File: src/rtl/lua_proc_pkg.sv
// -----------------------------------------------------------------------------
// lua_proc_pkg
// Shared constants and types for the instruction-fetch front end.
//   INST_W        instruction word width
//   OPCODE_W      opcode field width (inst[OPCODE_W-1:0])
//   fetch_state_t fetch sequencer state encoding
// -----------------------------------------------------------------------------
package lua_proc_pkg;

  localparam int INST_W   = 32;
  localparam int OPCODE_W = 6;

  typedef enum logic [1:0] {
    FETCH_IDLE  = 2'd0,
    FETCH_REQ   = 2'd1,
    FETCH_DRAIN = 2'd2
  } fetch_state_t;

endpackage

File: src/rtl/inst_fetch_if.sv
// -----------------------------------------------------------------------------
// inst_fetch_if
// Bundles the instruction-memory read port, the redirect input and the
// decode-side handshake of the fetch unit.
//   master : the fetch unit (drives mem_req/mem_addr and the inst_* head)
//   slave  : memory + decode + branch unit (drive ack/rdata/redirect/ready)
// -----------------------------------------------------------------------------
interface inst_fetch_if #(
  parameter int ADDR_W = 16
);

  logic                            mem_req;
  logic [ADDR_W-1:0]               mem_addr;
  logic                            mem_ack;
  logic [lua_proc_pkg::INST_W-1:0] mem_rdata;
  logic                            redirect_valid;
  logic [ADDR_W-1:0]               redirect_pc;
  logic                            inst_valid;
  logic [lua_proc_pkg::INST_W-1:0] inst;
  logic [ADDR_W-1:0]               inst_pc;
  logic                            inst_ready;

  modport master (
    output mem_req, mem_addr, inst_valid, inst, inst_pc,
    input  mem_ack, mem_rdata, redirect_valid, redirect_pc, inst_ready
  );

  modport slave (
    input  mem_req, mem_addr, inst_valid, inst, inst_pc,
    output mem_ack, mem_rdata, redirect_valid, redirect_pc, inst_ready
  );

endinterface

File: src/rtl/inst_fetch_fifo.sv
// -----------------------------------------------------------------------------
// fetch_fifo
// Prefetch queue of {instruction, pc} entries.
//   clk_id, n_reset  clock / async active-low reset (storage cleared to 0)
//   push, push_data  write an entry (ignored when full or flushing)
//   pop              drop the head (ignored when empty or flushing)
//   flush            empty the queue; wins over push and pop
//   full, empty      occupancy flags
//   head             current head entry
//   count            number of valid entries
// DEPTH must be a power of two, at least 2.
// -----------------------------------------------------------------------------
module fetch_fifo #(
  parameter int DEPTH = 4,
  parameter int WIDTH = 48
) (
  input  logic                     clk_id,
  input  logic                     n_reset,
  input  logic                     push,
  input  logic [WIDTH-1:0]         push_data,
  input  logic                     pop,
  input  logic                     flush,
  output logic                     full,
  output logic                     empty,
  output logic [WIDTH-1:0]         head,
  output logic [$clog2(DEPTH):0]   count
);

  localparam int PTR_W = $clog2(DEPTH);

  logic [WIDTH-1:0] store [DEPTH];
  // One extra pointer bit separates full from empty.
  logic [PTR_W:0]   wr_ptr;
  logic [PTR_W:0]   rd_ptr;
  logic             do_push;
  logic             do_pop;

  assign count   = wr_ptr - rd_ptr;
  assign empty   = (wr_ptr == rd_ptr);
  assign full    = (count == (PTR_W+1)'(DEPTH));
  assign head    = store[rd_ptr[PTR_W-1:0]];
  assign do_push = push & ~full & ~flush;
  assign do_pop  = pop & ~empty & ~flush;

  always_ff @(posedge clk_id or negedge n_reset) begin
    if (!n_reset) begin
      wr_ptr <= '0;
      rd_ptr <= '0;
      for (int i = 0; i < DEPTH; i++) store[i] <= '0;
    end else if (flush) begin
      wr_ptr <= '0;
      rd_ptr <= '0;
    end else begin
      if (do_push) begin
        store[wr_ptr[PTR_W-1:0]] <= push_data;
        wr_ptr <= wr_ptr + (PTR_W+1)'(1);
      end
      if (do_pop) rd_ptr <= rd_ptr + (PTR_W+1)'(1);
    end
  end

endmodule

File: src/rtl/inst_fetch.sv
// -----------------------------------------------------------------------------
// inst_fetch
// Instruction prefetcher: issues one word read at a time, queues returned
// words with their pc, and presents the queue head to decode. A redirect
// flushes the queue and restarts fetching at the new pc; a read that was in
// flight at the redirect is drained and its data thrown away.
//   clk_id           clock
//   n_reset          async active-low reset
//   bus (master)     memory port, redirect input, decode handshake
//   stall_count      [INST_FETCH_STATS_EN only] cycles decode was starved,
//                    saturating at 16'hFFFF
// Build option: `define INST_FETCH_STATS_EN adds the stall_count output.
//
// state | meaning
// IDLE  | no read outstanding; waiting for queue space
// REQ   | read of pc outstanding; acked data is queued
// DRAIN | read of a pre-redirect address outstanding; data will be dropped
// -----------------------------------------------------------------------------
module inst_fetch
  import lua_proc_pkg::*;
#(
  parameter int                ADDR_W   = 16,
  parameter int                DEPTH    = 4,
  parameter logic [ADDR_W-1:0] RESET_PC = '0
) (
  input  logic         clk_id,
  input  logic         n_reset,
  inst_fetch_if.master bus
`ifdef INST_FETCH_STATS_EN
  ,
  output logic [15:0]  stall_count
`endif
);

  localparam logic [1:0] ST_IDLE  = FETCH_IDLE;
  localparam logic [1:0] ST_REQ   = FETCH_REQ;
  localparam logic [1:0] ST_DRAIN = FETCH_DRAIN;
  localparam int         CNT_W    = $clog2(DEPTH) + 1;

  logic [1:0]               state;
  logic [1:0]               state_nxt;
  logic [ADDR_W-1:0]        pc;
  logic [ADDR_W-1:0]        pc_nxt;
  logic [ADDR_W-1:0]        drain_addr;

  logic                     q_push;
  logic                     q_pop;
  logic                     q_full;
  logic                     q_empty;
  logic [INST_W+ADDR_W-1:0] q_head;
  logic [CNT_W-1:0]         q_count;
  logic [CNT_W-1:0]         fill_nxt;
  logic                     take_redirect_in_req;

  fetch_fifo #(
    .DEPTH (DEPTH),
    .WIDTH (INST_W + ADDR_W)
  ) u_fifo (
    .clk_id    (clk_id),
    .n_reset   (n_reset),
    .push      (q_push),
    .push_data ({bus.mem_rdata, pc}),
    .pop       (q_pop),
    .flush     (bus.redirect_valid),
    .full      (q_full),
    .empty     (q_empty),
    .head      (q_head),
    .count     (q_count)
  );

  // Credit rule keeps the queue from overflowing; ~q_full is a backstop only.
  assign q_push = (state == ST_REQ) & bus.mem_ack & ~bus.redirect_valid & ~q_full;
  assign q_pop  = ~q_empty & bus.inst_ready;

  // Occupancy after this edge's push/pop, used for the stay-in-REQ decision.
  assign fill_nxt = q_count + CNT_W'(q_push) - CNT_W'(q_pop);

  assign take_redirect_in_req = (state == ST_REQ) & bus.redirect_valid & ~bus.mem_ack;

  always_comb begin
    state_nxt = state;
    pc_nxt    = pc;
    case (state)
      ST_IDLE: begin
        if (bus.redirect_valid)
          pc_nxt = bus.redirect_pc;
        else if (q_count < CNT_W'(DEPTH))
          state_nxt = ST_REQ;
      end
      ST_REQ: begin
        if (bus.redirect_valid) begin
          pc_nxt    = bus.redirect_pc;
          state_nxt = bus.mem_ack ? ST_REQ : ST_DRAIN;
        end else if (bus.mem_ack) begin
          pc_nxt    = pc + ADDR_W'(1);
          state_nxt = (fill_nxt < CNT_W'(DEPTH)) ? ST_REQ : ST_IDLE;
        end
      end
      ST_DRAIN: begin
        if (bus.redirect_valid) pc_nxt = bus.redirect_pc;
        if (bus.mem_ack) state_nxt = ST_REQ;
      end
      default: state_nxt = ST_IDLE;
    endcase
  end

  always_ff @(posedge clk_id or negedge n_reset) begin
    if (!n_reset) begin
      state      <= ST_IDLE;
      pc         <= RESET_PC;
      drain_addr <= RESET_PC;
    end else begin
      state <= state_nxt;
      pc    <= pc_nxt;
      // Remember the abandoned address so mem_addr stays stable while draining.
      if (take_redirect_in_req) drain_addr <= pc;
    end
  end

  assign bus.mem_req    = (state == ST_REQ) | (state == ST_DRAIN);
  assign bus.mem_addr   = (state == ST_DRAIN) ? drain_addr : pc;
  assign bus.inst_valid = ~q_empty;
  assign bus.inst       = q_head[INST_W+ADDR_W-1:ADDR_W];
  assign bus.inst_pc    = q_head[ADDR_W-1:0];

`ifdef INST_FETCH_STATS_EN
  always_ff @(posedge clk_id or negedge n_reset) begin
    if (!n_reset)
      stall_count <= '0;
    else if (bus.inst_ready && q_empty && (stall_count != 16'hFFFF))
      stall_count <= stall_count + 16'd1;
  end
`endif

endmodule

File: src/flat_wrapper.sv
// flat-port wrapper written by rule: the top's interface ports become plain ports
module inst_fetch_flat import lua_proc_pkg::*;
#(
  parameter int                ADDR_W   = 16,
  parameter int                DEPTH    = 4,
  parameter logic [ADDR_W-1:0] RESET_PC = '0
)
  (clk_id, n_reset, bus_mem_req, bus_mem_addr, bus_inst_valid, bus_inst, bus_inst_pc, bus_mem_ack, bus_mem_rdata, bus_redirect_valid, bus_redirect_pc, bus_inst_ready);
  inst_fetch_if #(.ADDR_W(ADDR_W)) bus_i ();
  input  logic clk_id;
  input  logic n_reset;
  output wire logic [$bits(bus_i.mem_req)-1:0] bus_mem_req;
  output wire logic [$bits(bus_i.mem_addr)-1:0] bus_mem_addr;
  output wire logic [$bits(bus_i.inst_valid)-1:0] bus_inst_valid;
  output wire logic [$bits(bus_i.inst)-1:0] bus_inst;
  output wire logic [$bits(bus_i.inst_pc)-1:0] bus_inst_pc;
  input wire logic [$bits(bus_i.mem_ack)-1:0] bus_mem_ack;
  input wire logic [$bits(bus_i.mem_rdata)-1:0] bus_mem_rdata;
  input wire logic [$bits(bus_i.redirect_valid)-1:0] bus_redirect_valid;
  input wire logic [$bits(bus_i.redirect_pc)-1:0] bus_redirect_pc;
  input wire logic [$bits(bus_i.inst_ready)-1:0] bus_inst_ready;
  assign bus_mem_req = bus_i.mem_req;
  assign bus_mem_addr = bus_i.mem_addr;
  assign bus_inst_valid = bus_i.inst_valid;
  assign bus_inst = bus_i.inst;
  assign bus_inst_pc = bus_i.inst_pc;
  assign bus_i.mem_ack = bus_mem_ack;
  assign bus_i.mem_rdata = bus_mem_rdata;
  assign bus_i.redirect_valid = bus_redirect_valid;
  assign bus_i.redirect_pc = bus_redirect_pc;
  assign bus_i.inst_ready = bus_inst_ready;
  inst_fetch #(.ADDR_W(ADDR_W), .DEPTH(DEPTH), .RESET_PC(RESET_PC)) u_core (.clk_id(clk_id), .n_reset(n_reset), .bus(bus_i));
endmodule
File: config.mk
export PLATFORM = sky130hd
export DESIGN_NAME = inst_fetch_flat
export DESIGN_NICKNAME = d
export VERILOG_FILES = /design/src/rtl/lua_proc_pkg.sv /design/src/rtl/inst_fetch_if.sv /design/src/rtl/inst_fetch_fifo.sv /design/src/rtl/inst_fetch.sv /design/src/flat_wrapper.sv
export SDC_FILE = /design/constraint.sdc
export NUM_CORES = 1
export LEC_CHECK = 0
export ABC_AREA = 0
export BUFFER_PORTS_ARGS = -buffer_cell sky130_fd_sc_hd__buf_2
export CAP_MARGIN = 20
export CELL_PAD_IN_SITES_DETAIL_PLACEMENT = 1
export CELL_PAD_IN_SITES_GLOBAL_PLACEMENT = 1
export CORE_UTILIZATION = 25
export CTS_BUF_LIST = sky130_fd_sc_hd__clkbuf_4 sky130_fd_sc_hd__clkbuf_8
export DETAILED_ROUTE_END_ITERATION = 8
export HOLD_SLACK_MARGIN = 0.12
export PLACE_DENSITY = 0.46
export SETUP_SLACK_MARGIN = 0.3
export SKIP_CTS_REPAIR_TIMING = 1
export SYNTH_ARGS = -nofsm -noshare
export SYNTH_HDL_FRONTEND = slang
export SYNTH_SLANG_ARGS = --single-unit
File: constraint.sdc
create_clock -name clk_id -period 3.68 [get_ports clk_id]
set_clock_uncertainty 0.15 [all_clocks]
set_input_delay 0.552 -clock clk_id [delete_from_list [all_inputs] [get_ports clk_id]]
set_output_delay 0.552 -clock clk_id [all_outputs]
set_load 0.005 [all_outputs]
# Word level (Yosys, flattened, before mapping)
# Cells that the tools add are included.
# totals
register_bits	232
inputBits	53
word_cells	78
# op_classes
n_addsub	6
magnitude_cmp	5
eq_ne	9
muxes	23
bitwise_logic	17
n_reduce_logical	9
# ops
operator	count
$bwmux W192	1
$mux W48	3
$bmux W48 S2	1
$demux W48 S2	1
$mux W16	4
$pmux W16 S2	1
$add A16 B1 Y16 const B	1
$mux W2	6
$mux W3	4
$and A1 B1 Y1	10
$add A3 B1 Y3 const B	2
$ge A3 B3 Y1 const B	2
$lt A3 B3 Y1 const B	2
$not A2 Y3	2
$pmux W2 S3	1
$reduce_bool A2 Y1	3
$ne A2 B1 Y1 const B	2
$ne A2 B2 Y1 const B	2
$not A1 Y1	4
$reduce_and A4 Y1	1
$add A3 B1 Y3	1
$eq A3 B3 Y1	1
$eq A3 B3 Y1 const B	1
$lt A3 B1 Y1 const B	1
other kinds (12)	12

# Depth between registers and ports, before layout
# Gate-level depths: netlist (run 1).
# depth
depth_word	11
ltp_mapped	13
mapped_depth_nobuf	12

# Cells and area by module
# From an unflattened synthesis (run 1), not the netlist that was laid out.
# unflattened
cells_unflattened	726
hier_area_um2	11250.8
# by_module_without_submodules
module	instances	cells_per_inst	area_per_inst_um2	seq_area_each_um2
fetch_fifo	1	512	9190.1	4954.8
inst_fetch	1	214	2060.7	850.8

# Worst setup path before layout (run 1)
# OpenSTA, ideal clock, no wires.
# synth_path
path_kind	reg-to-reg
from	register u_core.u_fifo.wr_ptr[0]
to	register u_core.state[0]
setup_time_ns	0.126
t_arrival_ns	2.599
t_required_ns	3.404
setup_slack_ns	0.805
stages_incl_launch_ff	13
n_path_buf	0
period_less_slack_ns	2.875
path_cell_list	dfrtp_1 inv_1 ha_1 fa_1 xnor3_1 o211a_4 inv_1 ha_1 inv_1 ha_1 a21oi_1 xnor2_1 o311a_1
# synth_between
elab_chain_len	11
word_cells_on_any_way	17
classes_between	add/sub: 3; order compare: 2; eq/ne: 3; mux: 4; bitwise: 4; reduce/logical: 1
# synth_lines
item	line	rtl
start: declaration	inst_fetch_fifo.sv:33	logic [PTR_W:0] wr_ptr;
start signal: assignment	inst_fetch_fifo.sv:56	wr_ptr <= wr_ptr + (PTR_W+1)'(1);
$sub A3 B3 Y3	inst_fetch_fifo.sv:38	assign count = wr_ptr - rd_ptr;
$eq A3 B3 Y1	inst_fetch_fifo.sv:40	assign full = (count == (PTR_W+1)'(DEPTH));
$not A1 Y1	inst_fetch.sv:72	assign q_push = (state == ST_REQ) & bus.mem_ack & ~bus.redirect_valid & ~q_full;
$and A1 B1 Y1	inst_fetch.sv:72	
$add A3 B1 Y3	inst_fetch.sv:76	assign fill_nxt = q_count + CNT_W'(q_push) - CNT_W'(q_pop);
$sub A3 B1 Y3	inst_fetch.sv:76	
$lt A3 B3 Y1	inst_fetch.sv:96	state_nxt = (fill_nxt < CNT_W'(DEPTH)) ? ST_REQ : ST_IDLE;
$mux W1	inst_fetch.sv:96	
$mux W2	inst_fetch.sv:94	end else if (bus.mem_ack) begin
$mux W2	inst_fetch.sv:91	if (bus.redirect_valid) begin
$pmux W2 S3	inst_fetch.sv:83	case (state)
end signal: assignment	inst_fetch.sv:113	state <= state_nxt;
end: declaration	inst_fetch.sv:40	logic [1:0] state;
# Several ways; a longest one is shown, not always the timed one. The select of a mux whose other input is x is not followed.
# A chain may end at the register's enable or synchronous reset.

# Worst setup path in the final report (run 1)
# Same ends and word-level chain as after synthesis.

==> results.py, run 1 <==
metrics = {
    "global_routing": {
        "grt_overflow": 0,
        "grt_max_degree": 80,
        "grt_pass1_vias": 7490,
        "grt_usage": 0.136,
        "grt_antenna_before_repair": 1,
        "grt_pass1_wl_um": 46000,
    },
    "yosys": {
        "async_flop_share": 1.00,
        "synth_nets": 799,
        "ys_types": 60,
        "ys.warnings.count": 0,
        "synth_cells": 731,
        "synth.avg_cell_area_um2": 15.1,
        "synth_area_um2": 11000,
        "synth_ff_type": "dfrtp_1",
        "synth.ff_latch_count": 232,
        "synth-edff-count": 0,
        "ys_seq_area_frac": 0.527,
    },
    "clocking": {
        "clk_path_buf_depth": 3,
        "clk_pin_slew_ns": 0.06,
        "h-tree-depth": 2,
        "cts_sinks": 232,
        "cts_tree": "yes",
        "cts-root-buf": "clkbuf_8",
        "clock_latency_ns": 0.59,
        "cts_made_buffers": 46,
    },
    "hold_path": {
        "hold_end": "u_core.pc[6]",
        "hold_depth": 3,
        "hp-class": "in2reg",
        "hold_start": "bus_redirect_pc[6]",
    },
    "sta": {
        "hold_viol_final": 0,
        "timing.hold.ws_ns": 0.129,
        "slew_headroom": 0.529,
        "slew_viol_final": 0,
        "rsz0062_at_grt": "false",
        "min_period_ns": 3.15,
        "worstMarginPinSlew_ns": 0.706,
        "max_clock_freq_mhz": 318,
        "fin_crit_sh": 0.855,
        "finalSetupViolations": 0,
    },
    "finish": {
        "postLayoutCoreUtil": 0.314,
        "num_antenna_cells": 0,
        "drive_above_1_share": 0.533,
        "nFillCells": 4595,
        "syn2layout_area_growth_pct": 23.4,
        "final_net_count": 962,
    },
    "floorplanning": {
        "pin_count": 119,
        "fp.dieH_um": 212,
        "dieArea_um2": 44900,
        "core-area_um2": 43300,
        "fp-row-count": 76,
        "die_width_um": 212,
        "initial_core_util": 0.254,
    },
    "route": {
        "first_iter_violations": 221,
        "drc_errors": 0,
        "ant_nets": 0,
        "viasPerCell": 4.53,
        "wl_per_cell_um": 19.2,
        "via_count": 6870,
        "routed_wl_um": 29100,
        "first_pass_iters": 4,
    },
    "setup_path": {
        "crit_required_ns": 4.01,
        "reg2reg_depth": 12,
        "end_kind": "flop",
        "startpoint_type": "flop",
        "rr_endpoint": "u_core.state[0]",
        "critPathMaxFanout": 6,
        "r2r_setup_slack_ns": 0.53,
        "timing.rr.start": "u_core.u_fifo.wr_ptr[0]",
        "cp.arrival_ns": 3.48,
        "worstSetupStartpoint": "u_core.u_fifo.wr_ptr[0]",
        "worstSetupPathType": "reg2reg",
    },
    "place": {
        "hpwl_um": 18100,
        "place_congestion": 0.678,
        "io_buffers": 118,
    },
    "pwr": {
        "leakage_uw": 0.00611,
        "cellPowerDensity_nw_per_um2": 792,
        "total_power_uw": 10800,
        "ir_drop_v": 0.000288,
    },
    "run_status": {
        "outcome": "completed",
    },
    "job": {
        "cap_viol_max_count": 0,
    },
}
## logic make-up (layout without fill, tap and decap cells)
kind of cell,Yosys count,in the layout,share of synthesized area
flops,232,232,0.527
buf+inv,72,271,0.0436
mux,269,269,0.324
fa+ha+maj,15,15,0.0177
compound gates,64,64,0.0422
xor+xnor,7,7,0.00818
simple gates,72,72,0.0372
## where the power goes
part | leakage (µW) | internal (µW) | switching (µW) | total, µW
Combinational | 0.00261 | 2070 | 1540 | 3610
Clock | 0.000562 | 1790 | 1190 | 2980
Sequential | 0.00294 | 3490 | 674 | 4160
Total | 0.00611 | 7350 | 3410 | 10800
## synthesized netlist by cell type, drive strengths merged (3+ instances only)
library cell | instances | area share
nand2b | 3 | 0.0017
dfrtp | 232 | 0.53
mux4 | 48 | 0.098
buf | 33 | 0.030
and3 | 3 | 0.0017
a31oi | 5 | 0.0028
nor3 | 10 | 0.0045
xor2 | 3 | 0.0024
o21ai | 17 | 0.0077
a21oi | 6 | 0.0027
mux2 | 218 | 0.22
clkbuf | 27 | 0.0094
a211oi | 5 | 0.0034
nand3 | 5 | 0.0023
nor2 | 8 | 0.0027
nand2 | 18 | 0.0082
o32ai | 3 | 0.0024
or2 | 4 | 0.0023
ha | 14 | 0.016
inv | 12 | 0.0041
a2bb2oi | 8 | 0.0064
nand4 | 9 | 0.0057
mux2i | 3 | 0.0027
## worst max-delay path by stage
stage,slack (ns),end
5_1_grt,0.34,u_core.state[0]
4_1_cts,-0.12,bus_inst_pc[7]
6_report,0.53,u_core.state[0]
2_1_floorplan,0.80,u_core.state[0]
3_5_place_dp,0.51,u_core.state[0]
3_3_place_gp,0.56,u_core.state[0]
## metal layers
metal	vias up	track usage	part of all wire
met3	45	0.0350	0.046
li1	3063	-	-
met2	145	0.213	0.47
met5	-	0	0.00058
met1	3615	0.183	0.46
met4	2	0.0402	0.019
## metrics by stage
stage,std cells,worst slack (ns),area (µm²),setup TNS (ns)
global route,1515,0.341,13600,0
global placement,1394,0.562,12100,0
finish,1515,0.532,13600,0
detailed placement,1394,0.509,12100,0
floorplan,731,0.805,11000,0
CTS,1478,-0.124,13200,-1.22
## cell type report
cell class	instances	area (µm²)	share of cell area
Sequential cell	232	5810	0.428
Tap cell	585	732	0.0539
Clock buffer	71	915	0.0673
Clock inverter	13	143	0.0105
Multi-Input combinational cell	427	4740	0.349
Timing Repair Buffer	175	1200	0.0883
Inverter	12	45.0	0.00332
## worst max-delay path, cell delays in order (launching register included)
cell	delay, ns
dfrtp_1	0.42
inv_1	0.11
ha_1	0.22
fa_1	0.41
xnor3_1	0.26
o211a_4	0.33
inv_1	0.12
ha_1	0.17
inv_1	0.05
ha_1	0.26
a21oi_1	0.16
xnor2_1	0.10
o311a_1	0.29
## cells in the final DEF (no fill, tap or decap), drive strengths merged, types with 2 or more instances in the layout
| cell | instances |
|---|---|
| inv | 12 |
| dfrtp | 232 |
| o211ai | 2 |
| xor2 | 3 |
| mux2 | 218 |
| xnor2 | 2 |
| clkbuf | 71 |
| and4 | 2 |
| nor2 | 8 |
| dlygate4sd3 | 37 |
| or2 | 4 |
| o22ai | 2 |
| nand2b | 3 |
| nor3b | 2 |
| or4 | 2 |
| nor3 | 10 |
| nand4 | 9 |
| and3 | 3 |
| o22a | 2 |
| clkinv | 9 |
| o32ai | 3 |
| nand3 | 5 |
| a21oi | 6 |
| o211a | 2 |
| a2bb2oi | 8 |
| ha | 14 |
| o21ai | 17 |
| o31a | 2 |
| a211oi | 5 |
| mux4 | 48 |
| buf | 138 |
| a31oi | 5 |
| bufinv | 3 |
| mux2i | 3 |
| nand2 | 18 |
## registers in the layout, indices dropped and copies added (netlist names)
register	flops
u_core.pc	16
u_core.u_fifo.rd_ptr	3
u_core.drain_addr	16
u_core.u_fifo.wr_ptr	3
u_core.state	2
u_core.u_fifo.store	192
Power figures use the tool's default switching activity.
==> inputs of run 2 (changes only) <==
--- a/config.mk
+++ b/config.mk
@@ -14,7 +14,7 @@
 export CTS_BUF_LIST = sky130_fd_sc_hd__clkbuf_4 sky130_fd_sc_hd__clkbuf_8
 export DETAILED_ROUTE_END_ITERATION = 8
 export HOLD_SLACK_MARGIN = 0.12
-export PLACE_DENSITY = 0.46
+export PLACE_DENSITY_LB_ADDON = 0.05
 export SETUP_SLACK_MARGIN = 0.3
 export SKIP_CTS_REPAIR_TIMING = 1
 export SYNTH_ARGS = -nofsm -noshare
==> run 2 against run 1 <==
Net effect: global-route usage is 0.88 points higher; power is 0.88% lower; sequential power hardly changed; via count is 0.39% higher; critical path type unchanged; routed wire length is 6.1% higher; worst hold slack better by 0.012 ns; utilization is 0.26 points lower; register-to-register slack hardly changed; design area is 0.83% lower.
==> results.py, run 2 (same netlist as run 1, synthesis figures left out) <==
metrics = {
    "clocking": {
        "cts_tree": "yes",
        "cts_made_buffers": 47,
        "cts-root-buf": "clkbuf_8",
        "cts_sinks": 232,
        "clk_path_buf_depth": 3,
        "h-tree-depth": 2,
        "clock_latency_ns": 0.59,
        "clk_pin_slew_ns": 0.06,
    },
    "finish": {
        "final_net_count": 961,
        "syn2layout_area_growth_pct": 22.3,
        "num_antenna_cells": 0,
        "largest_reg_flops": 192,
        "final_cell_mix": "230 x dfrtp_1, 212 x mux2_2, 117 x buf_2",
        "final_area_um2": 13500,
        "largestRegisters": "u_core.u_fifo.store x192, u_core.drain_addr x16, u_core.pc x16",
        "drive_above_1_share": 0.534,
        "regMostFlops": "u_core.u_fifo.store",
        "mostFrequentLayoutCell": "dfrtp_1",
    },
    "sta": {
        "max_clock_freq_mhz": 318,
        "tns_ns": 0,
        "rsz0062_at_grt": "false",
        "slew_viol_final": 0,
        "fin_crit_sh": 0.854,
        "finalSetupViolations": 0,
        "worstMarginPinSlew_ns": 0.839,
        "slew_headroom": 0.441,
        "hold_viol_final": 0,
        "min_period_ns": 3.14,
    },
    "floorplanning": {
        "fp-row-count": 76,
        "core-area_um2": 43300,
        "dieArea_um2": 44900,
        "fp.dieH_um": 212,
        "die_width_um": 212,
        "initial_core_util": 0.254,
        "pin_count": 119,
    },
    "pwr": {
        "leakage_uw": 0.00606,
        "ir_drop_v": 0.000244,
        "total_power_uw": 10700,
        "cellPowerDensity_nw_per_um2": 792,
    },
    "global_routing": {
        "grt_pass1_vias": 7866,
        "grt_max_degree": 73,
        "grt_usage": 0.144,
        "grt_overflow": 0,
        "grt_pass1_wl_um": 48600,
        "grt_antenna_before_repair": 0,
    },
    "route": {
        "drc_errors": 0,
        "via_count": 6897,
        "viasPerCell": 4.57,
        "wl_per_cell_um": 20.4,
        "ant_nets": 0,
        "first_iter_violations": 220,
        "first_pass_iters": 4,
        "routed_wl_um": 30800,
    },
    "place": {
        "place_congestion": 0.720,
        "hpwl_um": 19600,
        "io_buffers": 118,
        "place_area_um2": 12100,
    },
    "job": {
        "cap_viol_max_count": 0,
    },
    "setup_path": {
        "cp.arrival_ns": 3.46,
        "timing.rr.start": "u_core.u_fifo.wr_ptr[0]",
        "critPathMaxFanout": 6,
        "worstSetupStartpoint": "u_core.u_fifo.wr_ptr[0]",
        "worstSetupPathType": "reg2reg",
        "startpoint_type": "flop",
        "end_kind": "flop",
        "crit_required_ns": 4.00,
    },
    "run_status": {
        "outcome": "completed",
    },
    "hold_path": {
        "hp-class": "in2reg",
        "hold_start": "bus_redirect_pc[9]",
    },
}
run 2: power by group:
part	internal [µW]	switching, µW	leakage [µW]
sequential	3490	704	0.00294
clock	1630	1140	0.000522
combinational	2080	1630	0.00260
run 2: path summary, 6_finish.rpt:
kind | to | slack, ns | cells past startpoint
setup / recovery | u_core.state[0] | 0.54 | 12
hold / removal | u_core.pc[9] | 0.14 | 3
setup reg to reg | u_core.state[0] | 0.54 | 12
hold reg to reg | u_core.u_fifo.store[9] | 0.34 | 2
max in group asynchronous | u_core.u_fifo.store[130] | 2.13 | 3
min in group asynchronous | u_core.u_fifo.store[26] | 0.38 | 2
run 2: cell type report:
class,instances,area (µm²)
clock buffer,74,912
clock inverter,6,55.1
fill,4574,29800
inverter,12,45.0
multi-input combinational,427,4740
sequential,232,5810
tap,585,732
timing repair buffer,173,1180
run 2: through the flow:
step | hold WS, ns | worst slack (ns) | instances | utilization
4_1_cts | -0.241 | -0.0614 | 1475 | 0.303
6_report | 0.142 | 0.538 | 1509 | 0.311
5_1_grt | 0.134 | 0.357 | 1509 | 0.311
3_5_place_dp | 0.334 | 0.547 | 1395 | 0.281
2_1_floorplan | 0.106 | 0.805 | 731 | -
3_3_place_gp | 0.316 | 0.612 | 1395 | 0.281
run 2: per-layer routing:
metal  track usage  up-vias  share of wire
li1              -     3050              -
met1         0.187     3667           0.45
met2         0.239      136           0.49
met3        0.0331       44          0.040
met4        0.0432        0          0.022
met5             0        -              0
run 2: worst max-delay path, cell delays in order (launching register included):
cell,delay (ns)
dfrtp_1,0.41
inv_1,0.11
ha_1,0.22
fa_1,0.56
nand2_1,0.14
o211a_4,0.31
inv_1,0.11
ha_1,0.16
inv_1,0.04
ha_1,0.26
a21oi_1,0.16
xnor2_1,0.11
o311a_1,0.29
==> inputs of run 3 (changes only) <==
--- a/config.mk
+++ b/config.mk
@@ -14,9 +14,11 @@
 export CTS_BUF_LIST = sky130_fd_sc_hd__clkbuf_4 sky130_fd_sc_hd__clkbuf_8
 export DETAILED_ROUTE_END_ITERATION = 8
 export HOLD_SLACK_MARGIN = 0.12
+export MAX_ROUTING_LAYER = met4
 export PLACE_DENSITY_LB_ADDON = 0.05
 export SETUP_SLACK_MARGIN = 0.3
 export SKIP_CTS_REPAIR_TIMING = 1
 export SYNTH_ARGS = -nofsm -noshare
 export SYNTH_HDL_FRONTEND = slang
+export SYNTH_HIERARCHICAL = 1
 export SYNTH_SLANG_ARGS = --single-unit
==> run 3 against run 2 <==
Net effect: sequential cell count unchanged; count of clock-buffer cells in the layout up 8; highest routed layer unchanged; design area up 3.9%; sequential share of layout area down 1.6 points; first-iteration DRC count down 11%; die area up 2.2%; non-clock buffer count up 6.
==> results.py, run 3 <==
metrics = {
    "finish": {
        "multi_input_area_um2": 5030,
        "largest_reg_flops": 192,
        "regMostFlops": "u_core/u_fifo/store",
        "regArea_um2": 5810,
        "postLayoutCoreUtil": 0.316,
        "final_net_count": 979,
        "num_antenna_cells": 0,
        "drive_above_1_share": 0.541,
        "largestRegisters": "u_core/u_fifo/store x192, u_core/drain_addr x16, u_core/pc x16",
        "syn2layout_area_growth_pct": 24.4,
        "final_cell_mix": "230 x dfrtp_1, 138 x mux2_2, 117 x buf_2",
        "mostFrequentLayoutCell": "dfrtp_1",
        "nFillCells": 4711,
    },
    "yosys": {
        "synth_most_common_cell": "dfrtp_1",
        "synth_area_um2": 11300,
        "synth_common_cells": "232 x dfrtp_1, 138 x mux2_2, 80 x mux2_4",
        "synth_top_area_frac": 0.516,
        "synth.ff_latch_count": 232,
        "synth_cells": 726,
        "async_flop_share": 1.00,
        "synth_nets": 794,
        "synth.largest_area_cell": "dfrtp_1",
        "ys.warnings.count": 6,
        "ys_types": 53,
        "ys_seq_area_frac": 0.516,
        "yosys-top-cells-area": "dfrtp_1 52%, mux2_2 14%, mux2_4 11%",
        "synth-edff-count": 0,
        "synth.avg_cell_area_um2": 15.5,
        "synth_ff_type": "dfrtp_1",
    },
    "route": {
        "viasPerCell": 4.55,
        "wl_per_cell_um": 20.8,
        "routed_wl_um": 32000,
        "ant_nets": 0,
        "via_count": 7010,
        "first_iter_violations": 195,
        "first_pass_iters": 4,
        "drc_errors": 0,
    },
    "setup_path": {
        "startpoint_type": "flop",
        "cpMaxStageDelayCell": "dfrtp_1",
        "crit_required_ns": 4.03,
        "reg2reg_depth": 12,
        "cp.arrival_ns": 3.54,
        "cpPeakStageDelay_ns": 0.37,
        "critPathMaxFanout": 11,
        "worstSetupPathType": "reg2reg",
        "end_kind": "flop",
        "cp_cell_sequence": "inv_1 > ha_1 > fa_1 > xor3_2 > nand3_4 > inv_1 > and4bb_2 > and2b_1 > nand3_4 > buf_12 > buf_4 > mux2_4",
    },
    "clocking": {
        "clock_latency_ns": 0.62,
        "h-tree-depth": 2,
        "clk_path_buf_depth": 3,
        "cts_sinks": 232,
        "cts_made_buffers": 48,
        "cts_tree": "yes",
        "clk_pin_slew_ns": 0.06,
        "cts-root-buf": "clkbuf_8",
    },
    "global_routing": {
        "grt_max_degree": 98,
        "grt_usage": 0.148,
        "grt_pass1_vias": 8160,
        "grt_pass1_wl_um": 50900,
        "grt_antenna_before_repair": 0,
        "grt_overflow": 0,
    },
    "floorplanning": {
        "pin_count": 119,
        "die_width_um": 214,
        "initial_core_util": 0.254,
        "dieArea_um2": 45900,
        "core-area_um2": 44300,
        "fp-row-count": 77,
        "fp.dieH_um": 214,
    },
    "place": {
        "place_congestion": 0.732,
        "io_buffers": 118,
        "hpwl_um": 19900,
    },
    "sta": {
        "tns_ns": 0,
        "worstMarginPinSlew_ns": 0.817,
        "min_period_ns": 3.19,
        "rsz0062_at_grt": "false",
        "fin_crit_sh": 0.868,
        "hold_viol_final": 0,
        "finalSetupViolations": 0,
        "slew_headroom": 0.455,
        "max_clock_freq_mhz": 313,
        "slew_viol_final": 0,
    },
    "pwr": {
        "leakage_uw": 0.00661,
        "cellPowerDensity_nw_per_um2": 692,
        "ir_drop_v": 0.000198,
        "total_power_uw": 9690,
    },
    "run_status": {
        "outcome": "completed",
    },
    "hold_path": {
        "hold_depth": 3,
        "hp-class": "in2reg",
    },
    "job": {
        "cap_viol_max_count": 0,
    },
}
run 3: changes by cell type after synthesis, sizes merged, moves of 3 or more:
cell     previous run  this run
inv                12        16
nor3               10         4
o41ai               0         3
a2bb2oi             8         1
a21oi               6        30
o21ai              17        13
nand3               5        15
clkbuf             27        16
nand4               9         3
o22ai               2         7
buf                33        28
run 3: final cells by class:
class / count / area share
clock buffers: 82 / 0.0726
clock inverters: 6 / 0.00501
inverters: 16 / 0.00429
multi-input cells: 434 / 0.359
flip-flops and latches: 232 / 0.415
well taps: 592 / 0.0529
repair buffers: 179 / 0.0910
run 3: logic make-up (layout without fill, tap and decap cells):
logic type	after synthesis	count (layout)	share of synthesized area
and+or+nand+nor	68	68	0.0369
adders and majority gates	15	15	0.0173
muxes	269	269	0.344
DFF	232	232	0.516
buffers and inverters	60	283	0.0381
xor gates and xnor gates	7	7	0.00690
AOI/OAI and AO/OA	75	75	0.0410
run 3: critical path, delay by kind of cell, from the launching register on:
family,cells,cell delay (ns)
xor+xnor,1,0.30
fa+ha+maj,2,0.59
buf+inv,4,0.50
flops,1,0.37
mux,1,0.30
simple gates,4,0.89
run 3: metrics by stage:
step	instance area (µm²)	setup slack [ns]	cells	hold WS, ns
after floorplan	11300	0.493	726	0.106
after global placement	12500	0.321	1414	0.319
after detailed placement	12500	0.270	1414	0.334
after CTS	13600	-0.0781	1502	-0.169
after global routing	14000	0.341	1541	0.125
final	14000	0.486	1541	0.124
run 3: per-layer routing:
| layer | vias up | GRT usage | routed length (µm) |
|---|---|---|---|
| met3 | 62 | 0.0264 | 1230 |
| met4 | 0 | 0.0583 | 908 |
| li1 | 3086 | - | - |
| met2 | 142 | 0.240 | 16100 |
| met5 | - | - | 0 |
| met1 | 3720 | 0.183 | 13800 |
run 3: final timing paths:
check	from	end	slack (ns)
max	u_core/u_fifo/wr_ptr[0]	u_core/u_fifo/store[37]	0.49
min	bus_redirect_pc[3]	u_core/pc[3]	0.12
max reg2reg	u_core/u_fifo/wr_ptr[0]	u_core/u_fifo/store[37]	0.49
min reg2reg	u_core/drain_addr[10]	u_core/drain_addr[10]	0.34
max in group asynchronous	n_reset	u_core/u_fifo/store[147]	2.04
min in group asynchronous	n_reset	u_core/u_fifo/store[135]	0.45
run 3: power by group:
part           switching (µW)  total (µW)  internal [µW]
sequential                635        3920           3290
combinational            1200        2750           1550
clock                    1210        3010           1800
